File: config.mk
export PLATFORM = sky130hd
export DESIGN_NAME = axis_receiver_flat
export DESIGN_NICKNAME = d
export VERILOG_FILES = /design/src/rtl/axi4s_if.sv /design/src/rtl/axis_receiver.sv /design/src/flat_wrapper.sv
export SDC_FILE = /design/constraint.sdc
export NUM_CORES = 1
export LEC_CHECK = 0
export CAP_MARGIN = 20
export CORE_ASPECT_RATIO = 0.6
export CORE_UTILIZATION = 53
export CTS_CLUSTER_DIAMETER = 80
export DETAILED_ROUTE_END_ITERATION = 16
export GPL_ROUTABILITY_DRIVEN = 0
export PLACE_DENSITY_LB_ADDON = 0.08
export SETUP_SLACK_MARGIN = 0.2
export SLEW_MARGIN = 20
export SYNTH_ARGS = -nofsm -noshare
export SYNTH_HDL_FRONTEND = slang
export SYNTH_SLANG_ARGS = --single-unit
File: constraint.sdc
create_clock -name clk -period 23.9 [get_ports clk]
set_clock_uncertainty 0.2 [all_clocks]
set_input_delay 5.975 -clock clk [delete_from_list [all_inputs] [get_ports clk]]
set_output_delay 5.975 -clock clk [all_outputs]
set_load 0.03 [all_outputs]
File: src/rtl/axi4s_if.sv
// axi4s_if: AXI4-Stream bundle carrying tdata, tkeep, tlast with valid/ready handshake.
interface axi4s_if #(
    parameter int DATA_WIDTH = 64
);
    logic [DATA_WIDTH-1:0]   tdata;
    logic [DATA_WIDTH/8-1:0] tkeep;
    logic                    tlast;
    logic                    tvalid;
    logic                    tready;
    modport master (output tdata, tkeep, tlast, tvalid, input tready);
    modport slave (input tdata, tkeep, tlast, tvalid, output tready);
endinterface

File: src/rtl/axis_receiver.sv
// axis_receiver: stream-to-FIFO writer with 2-entry skid buffer and overlength packet truncation.
module axis_receiver #(
    parameter int DATA_WIDTH = 64,
    parameter int MAX_BEATS = 256,
    localparam int KEEP_W = DATA_WIDTH / 8,
    localparam int FIFO_W = DATA_WIDTH + KEEP_W + 1,
    localparam int CNT_W = $clog2(MAX_BEATS + 1)
) (
    input  logic              clk,
    input  logic              rst,
    axi4s_if.slave            axis,
    output logic [FIFO_W-1:0] fifo_wr_data,
    output logic              fifo_wr_en,
    input  logic              fifo_full,
    output logic              pkt_done,
    output logic              pkt_err,
    output logic [CNT_W-1:0]  pkt_beats
);
    typedef enum logic [1:0] {IDLE, RECV, DISCARD} state_t;
    state_t             state;
    logic [CNT_W-1:0]   beat_cnt;
    logic [CNT_W-1:0]   cnt_inc;
    logic [FIFO_W-1:0]  buf0;
    logic [FIFO_W-1:0]  buf1;
    logic [FIFO_W-1:0]  in_word;
    logic [1:0]         occ;
    logic [1:0]         occ_next;
    logic               tready_q;
    logic               accept;
    logic               store;
    logic               hit_max;
    always_comb begin
        accept = axis.tvalid && tready_q;
        cnt_inc = beat_cnt + CNT_W'(1);
        hit_max = state == RECV && cnt_inc == CNT_W'(MAX_BEATS);
        store = accept && state != DISCARD;
        in_word = {axis.tlast || hit_max, axis.tkeep, axis.tdata};
        fifo_wr_en = occ != 2'd0 && !fifo_full;
        fifo_wr_data = buf0;
        occ_next = occ + {1'b0, store} - {1'b0, fifo_wr_en};
    end
    assign axis.tready = tready_q;
    // buf0 is always the head; tready is registered from the next occupancy
    always_ff @(posedge clk) begin
        if (rst) begin
            occ <= 2'd0;
            tready_q <= 1'b1;
        end else begin
            occ <= occ_next;
            tready_q <= occ_next != 2'd2;
            if (fifo_wr_en)
                buf0 <= occ[1] ? buf1 : in_word;
            else if (store && occ == 2'd0)
                buf0 <= in_word;
            if (store && occ == 2'd1 && !fifo_wr_en)
                buf1 <= in_word;
        end
    end
    always_ff @(posedge clk) begin
        if (rst) begin
            state <= IDLE;
            beat_cnt <= '0;
            pkt_beats <= '0;
            pkt_done <= 1'b0;
            pkt_err <= 1'b0;
        end else begin
            pkt_done <= 1'b0;
            pkt_err <= 1'b0;
            if (accept) begin
                case (state)
                    IDLE: begin
                        beat_cnt <= CNT_W'(1);
                        if (axis.tlast) begin
                            pkt_done <= 1'b1;
                            pkt_beats <= CNT_W'(1);
                        end else
                            state <= RECV;
                    end
                    RECV: begin
                        beat_cnt <= cnt_inc;
                        if (axis.tlast) begin
                            pkt_done <= 1'b1;
                            pkt_beats <= cnt_inc;
                            state <= IDLE;
                        end else if (hit_max)
                            state <= DISCARD;
                    end
                    default: begin
                        if (axis.tlast) begin
                            pkt_err <= 1'b1;
                            pkt_beats <= CNT_W'(MAX_BEATS);
                            state <= IDLE;
                        end
                    end
                endcase
            end
        end
    end
endmodule

File: src/flat_wrapper.sv
// flat-port wrapper written by rule: the top's interface ports become plain ports
module axis_receiver_flat 
#(
    parameter int DATA_WIDTH = 64,
    parameter int MAX_BEATS = 256,
    localparam int KEEP_W = DATA_WIDTH / 8,
    localparam int FIFO_W = DATA_WIDTH + KEEP_W + 1,
    localparam int CNT_W = $clog2(MAX_BEATS + 1)
)
  (clk, rst, fifo_wr_data, fifo_wr_en, fifo_full, pkt_done, pkt_err, pkt_beats, axis_tdata, axis_tkeep, axis_tlast, axis_tvalid, axis_tready);
  axi4s_if #(.DATA_WIDTH(DATA_WIDTH)) axis_i ();
  input  logic clk;
  input  logic rst;
  output logic [FIFO_W-1:0] fifo_wr_data;
  output logic fifo_wr_en;
  input  logic fifo_full;
  output logic pkt_done;
  output logic pkt_err;
  output logic [CNT_W-1:0] pkt_beats;
  input wire logic [$bits(axis_i.tdata)-1:0] axis_tdata;
  input wire logic [$bits(axis_i.tkeep)-1:0] axis_tkeep;
  input wire logic [$bits(axis_i.tlast)-1:0] axis_tlast;
  input wire logic [$bits(axis_i.tvalid)-1:0] axis_tvalid;
  output wire logic [$bits(axis_i.tready)-1:0] axis_tready;
  assign axis_i.tdata = axis_tdata;
  assign axis_i.tkeep = axis_tkeep;
  assign axis_i.tlast = axis_tlast;
  assign axis_i.tvalid = axis_tvalid;
  assign axis_tready = axis_i.tready;
  axis_receiver #(.DATA_WIDTH(DATA_WIDTH), .MAX_BEATS(MAX_BEATS)) u_core (.clk(clk), .rst(rst), .axis(axis_i), .fifo_wr_data(fifo_wr_data), .fifo_wr_en(fifo_wr_en), .fifo_full(fifo_full), .pkt_done(pkt_done), .pkt_err(pkt_err), .pkt_beats(pkt_beats));
endmodule
== Word level (Yosys, flattened, before mapping) ==
Index checks and enable logic that the tools add are counted.

* Flip-flop bits (word level): 171
* Output and inout bits: 86

* Multiplexer cells: 14
* Add/sub/neg operators: 3
* Reductions and logical operators: 24
* Bitwise logic cells: 3
* Equal/unequal tests: 7

{| class="wikitable"
|+ Operator list
! kind !! number
|-
| $mux W73 || 3
|-
| $pmux W9 S2 || 2
|-
| $mux W9 || 3
|-
| $add A9 B1 Y9 const B || 1
|-
| $eq A9 B9 Y1 const B || 1
|-
| $mux W2 || 4
|-
| $reduce_and A2 Y1 || 4
|-
| $logic_and A1 B1 Y1 || 7
|-
| $ne A2 B2 Y1 const B || 3
|-
| $reduce_bool A2 Y1 || 3
|-
| $eq A2 B1 Y1 const B || 2
|-
| $logic_not A2 Y1 || 2
|-
| $pmux W2 S2 || 1
|-
| $reduce_and A4 Y1 || 1
|-
| $reduce_or A4 Y1 || 1
|-
| $ne A3 B2 Y1 const B || 1
|-
| $not A1 Y1 || 3
|-
| $reduce_bool A3 Y1 || 1
|-
| $reduce_or A3 Y1 || 1
|-
| $add A2 B1 Y2 || 1
|-
| $logic_not A1 Y1 || 2
|-
| $reduce_or A2 Y1 || 1
|-
| $sub A2 B1 Y2 || 1
|-
| $logic_or A1 B1 Y1 || 1
|-
| $mux W1 || 1
|}

== Logic depth before layout (Yosys ltp) ==
* Word-level depth: 6
* Depth in mapped cells: 8
* Depth with buffers taken out: 8

== Worst setup path before layout ==
No wires, ideal clock.

* Kind: input-to-reg
* From: input port axis_tvalid
* To: register u_core.buf1[0], enable pin
* Arrival time: 13.138 ns
* Path slack: 9.878 ns
* Cell stages on the path: 3
* Required time: 23.016 ns
* Path through: nand2_1 o21bai_1 nor4_1

* Longest elaborated chain between the ends: 5

{| class="wikitable"
|+ Ends and longest elaborated chain
! what !! RTL line !! text
|-
| start, declared || flat_wrapper.sv:23 || <nowiki>input wire logic [$bits(axis_i.tvalid)-1:0] axis_tvalid;</nowiki>
|-
| $logic_and A1 B1 Y1 || axis_receiver.sv:33 || <nowiki>accept = axis.tvalid && tready_q;</nowiki>
|-
| $logic_and A1 B1 Y1 || axis_receiver.sv:36 || <nowiki>store = accept && state != DISCARD;</nowiki>
|-
| $logic_and A1 B1 Y1 (2 in series) || axis_receiver.sv:55 || <nowiki>if (store && occ == 2'd1 && !fifo_wr_en)</nowiki>
|-
| $reduce_and A2 Y1 (no line) || n/a ||
|-
| end signal, assigned || axis_receiver.sv:56 || <nowiki>buf1 <= in_word;</nowiki>
|-
| end, declared || axis_receiver.sv:24 || <nowiki>logic [FIFO_W-1:0] buf1;</nowiki>
|}

Every way passes these cells.
A chain may end at the register's enable or synchronous reset.

== Worst setup path in the final report ==
* From: input port fifo_full
* To: output port fifo_wr_en

* Longest elaborated chain between the ends: 2

{| class="wikitable"
|+ Ends and longest elaborated chain
! what !! RTL line !! text
|-
| start, declared || flat_wrapper.sv:16 || <nowiki>input logic fifo_full;</nowiki>
|-
| $logic_not A1 Y1 || axis_receiver.sv:38 || <nowiki>fifo_wr_en = occ != 2'd0 && !fifo_full;</nowiki>
|-
| $logic_and A1 B1 Y1 || axis_receiver.sv:38 ||
|-
| end, declared || flat_wrapper.sv:15 || <nowiki>output logic fifo_wr_en;</nowiki>
|}

Every way passes these cells.

==> flow_summary.toml <==
[timing]
finalHoldViolCount = 0
fmax_mhz = 73.8
final.setup.tns_ns = 0
final-max-slew-violation-count = 0
post-route-min-period_ns = 13.55
worst-slew-pin-transition_ns = 1.04
relSlewSlack_pct = 30.3
rsz0062_at_grt = "no"
fin_crit_sh_pct = 56.7
finalSetupViolations = 0

[worst_setup_path]
path_class = "primary input to output port"
required_ns = 17.73
cp-start-kind = "primary input"
end_kind = "output port"
cp_data_arrival_time_ns = 7.38
crit_fanout = 3

[clock_tree]
holdBufCountCts = 0
cts_tree = "done"
cts_buffer_depth = 2
clock_latency_ns = 0.41
clock-sinks = 171
path_clk_slew_ns = 0.06
postCtsResizedCells = 0
numCtsBuffers = 17
clockRootBuffer = "clkbuf_16"
htreeDepth = 4
cts_setup_buffers = 0

[hold_path]
hold_path.class = "register to register"

[drt]
via_per_inst = 5.21
drt_iter0_drc = 199
drt_first_pass_iters = 5
drt-total-wl_mm = 13.0
drc = 0
ant_nets = 0
vias = 3765
routed_wire_length_per_instance_um = 18.0

[synthesis]
synth_common_cells = "edfxtp_1 (146), mux2_1 (62), dfxtp_1 (25)"
ys_warn_count = 0
async_flop_share_pct = 0
ys_seq_area_share_pct = 74.8
postSynthAreaPerCell_sq_um = 17.1
synth_edf_count = 146
synthFlopType = "edfxtp_1"
ys_types = 44
synth_cells = 381
syn_area_sq_um = 6530
synth_seq_cells = 171
synth.top_cell.area_share_pct = 67.1
synth.most_common_cell = "edfxtp_1"
synth_top_cell_by_area = "edfxtp_1"
syn_nets = 462
synth_area_leaders = "edfxtp_1 (67%), mux2_1 (11%), dfxtp_1 (7.7%)"

[cells_and_area]
final_util_pct = 76.6
syn2layout_area_growth_pct = 36.4
drive_gt1_share_pct = 9.79
nNetsFinal = 630
diodes = 0
fillers = 702

[die]
die_h_um = 88.0
initial_utilization_pct = 56.1
fp-row-count = 30
die-area_sq_um = 12800
fp.dieW_um = 145
core-area_sq_um = 11600
ios = 163

[grt]
grt_max_degree = 75
grt_pass1_vias = 3781
grt_pass1_wl_mm = 20.2
grtUsageTotal_pct = 21.6
grt_overflow = 0
antenna_found_initial = 0

[job]
cap_violations = 0

[power]
p_leak_nw = 3.00
power_per_cell_area_nw_per_um2 = 94.4
vdd_ir_drop_max_v = 0.0000534

[status]
status = "completed"

[placed_design]
hpwl_mm = 8.53
portBuffers = 162
## stage by stage
stage	cell area (sq um)	hold slack [ns]	std cells	setup slack (ns)	power, mW
global placement	8300	0.244	690	10.36	0.567
detailed placement	8300	0.249	690	10.34	0.570
CTS	8910	0.258	722	10.34	0.849
floorplan	6530	0.278	381	9.88	0.498
finish	8910	0.253	722	10.35	0.841
global route	8910	0.281	722	10.28	0.872
## power by group
group	switching, mW	internal, mW	total, mW
Clock	0.114	0.164	0.278
Combinational	0.109	0.0751	0.184
Sequential	0.00999	0.369	0.379
Total	0.233	0.608	0.841
## sequential cells by signal (all words and copies together), names as in the netlist
| register | flops |
|---|---|
| u_core.fifo_wr_data | 73 |
| u_core.pkt_done | 1 |
| u_core.beat_cnt | 9 |
| u_core.state | 2 |
| u_core.pkt_beats | 9 |
| u_core.buf1 | 73 |
| u_core.axis.tready | 1 |
| u_core.occ | 2 |
| u_core.pkt_err | 1 |
## worst max-delay path: stages
cell and delay [ns]:
clkdlybuf4s50_1 0.48, nor2_1 0.22, clkdlybuf4s50_1 0.71
## layer usage
metal,up-vias,GRT usage (%),part of all wire [%],wire length (um)
met1,1840,28.1,44,5770
met2,123,33.2,46,5990
met4,0,8.61,0.24,31
met3,2,8.23,9.4,1220
li1,1800,-,-,-
met5,-,0,0,0
## cell type report
class | count | area, sq um | area share (%)
multi-input cells | 189 | 1550 | 17.4
clock inverters | 9 | 97.6 | 1.10
flip-flops and latches | 171 | 4880 | 54.8
well taps | 160 | 200 | 2.25
clock buffers | 23 | 512 | 5.74
inverters | 4 | 15.0 | 0.168
repair buffers | 166 | 1650 | 18.5
## final timing paths
kind | start | end | slack, ns | cells past startpoint
hold reg to reg | u_core.pkt_beats[1] | u_core.pkt_beats[1] | 0.25 | 2
hold / removal | u_core.pkt_beats[1] | u_core.pkt_beats[1] | 0.25 | 2
setup / recovery | fifo_full | fifo_wr_en | 10.35 | 3
setup reg to reg | u_core.axis.tready | u_core.fifo_wr_data[18] | 21.11 | 6
## kinds of logic after synthesis
kind of cell	Yosys count	share of synthesized area (%)
buffers and inverters	21	1.80
AO/OA/AOI/OAI	33	3.26
adder cells (fa/ha/maj)	4	0.766
AND/OR/NAND/NOR	70	5.63
multiplexers	72	12.4
flip-flops	171	74.8
XOR/XNOR	10	1.34
## placed cells by master, fill, tap and decap left out, types with 2 or more instances in the layout
master	n
clkbuf_1	3
dfxtp_1	25
buf_4	4
o21ai_0	2
nor3_1	6
nor4_1	2
xnor2_1	4
nand4_1	2
clkinvlp_4	4
clkdlybuf4s50_1	162
a21oi_1	14
ha_1	4
o21a_1	2
a211oi_1	2
nor2_1	18
nand3_1	6
inv_1	3
edfxtp_1	146
o21ai_1	3
mux2_2	10
xor2_1	6
nor4_2	2
nand2b_1	2
nand2_1	14
mux2_1	62
nor2b_1	2
clkbuf_16	20
a22oi_1	5
or3_1	4
inv_6	3
Note: power is estimated with default switching activity, not from simulation.
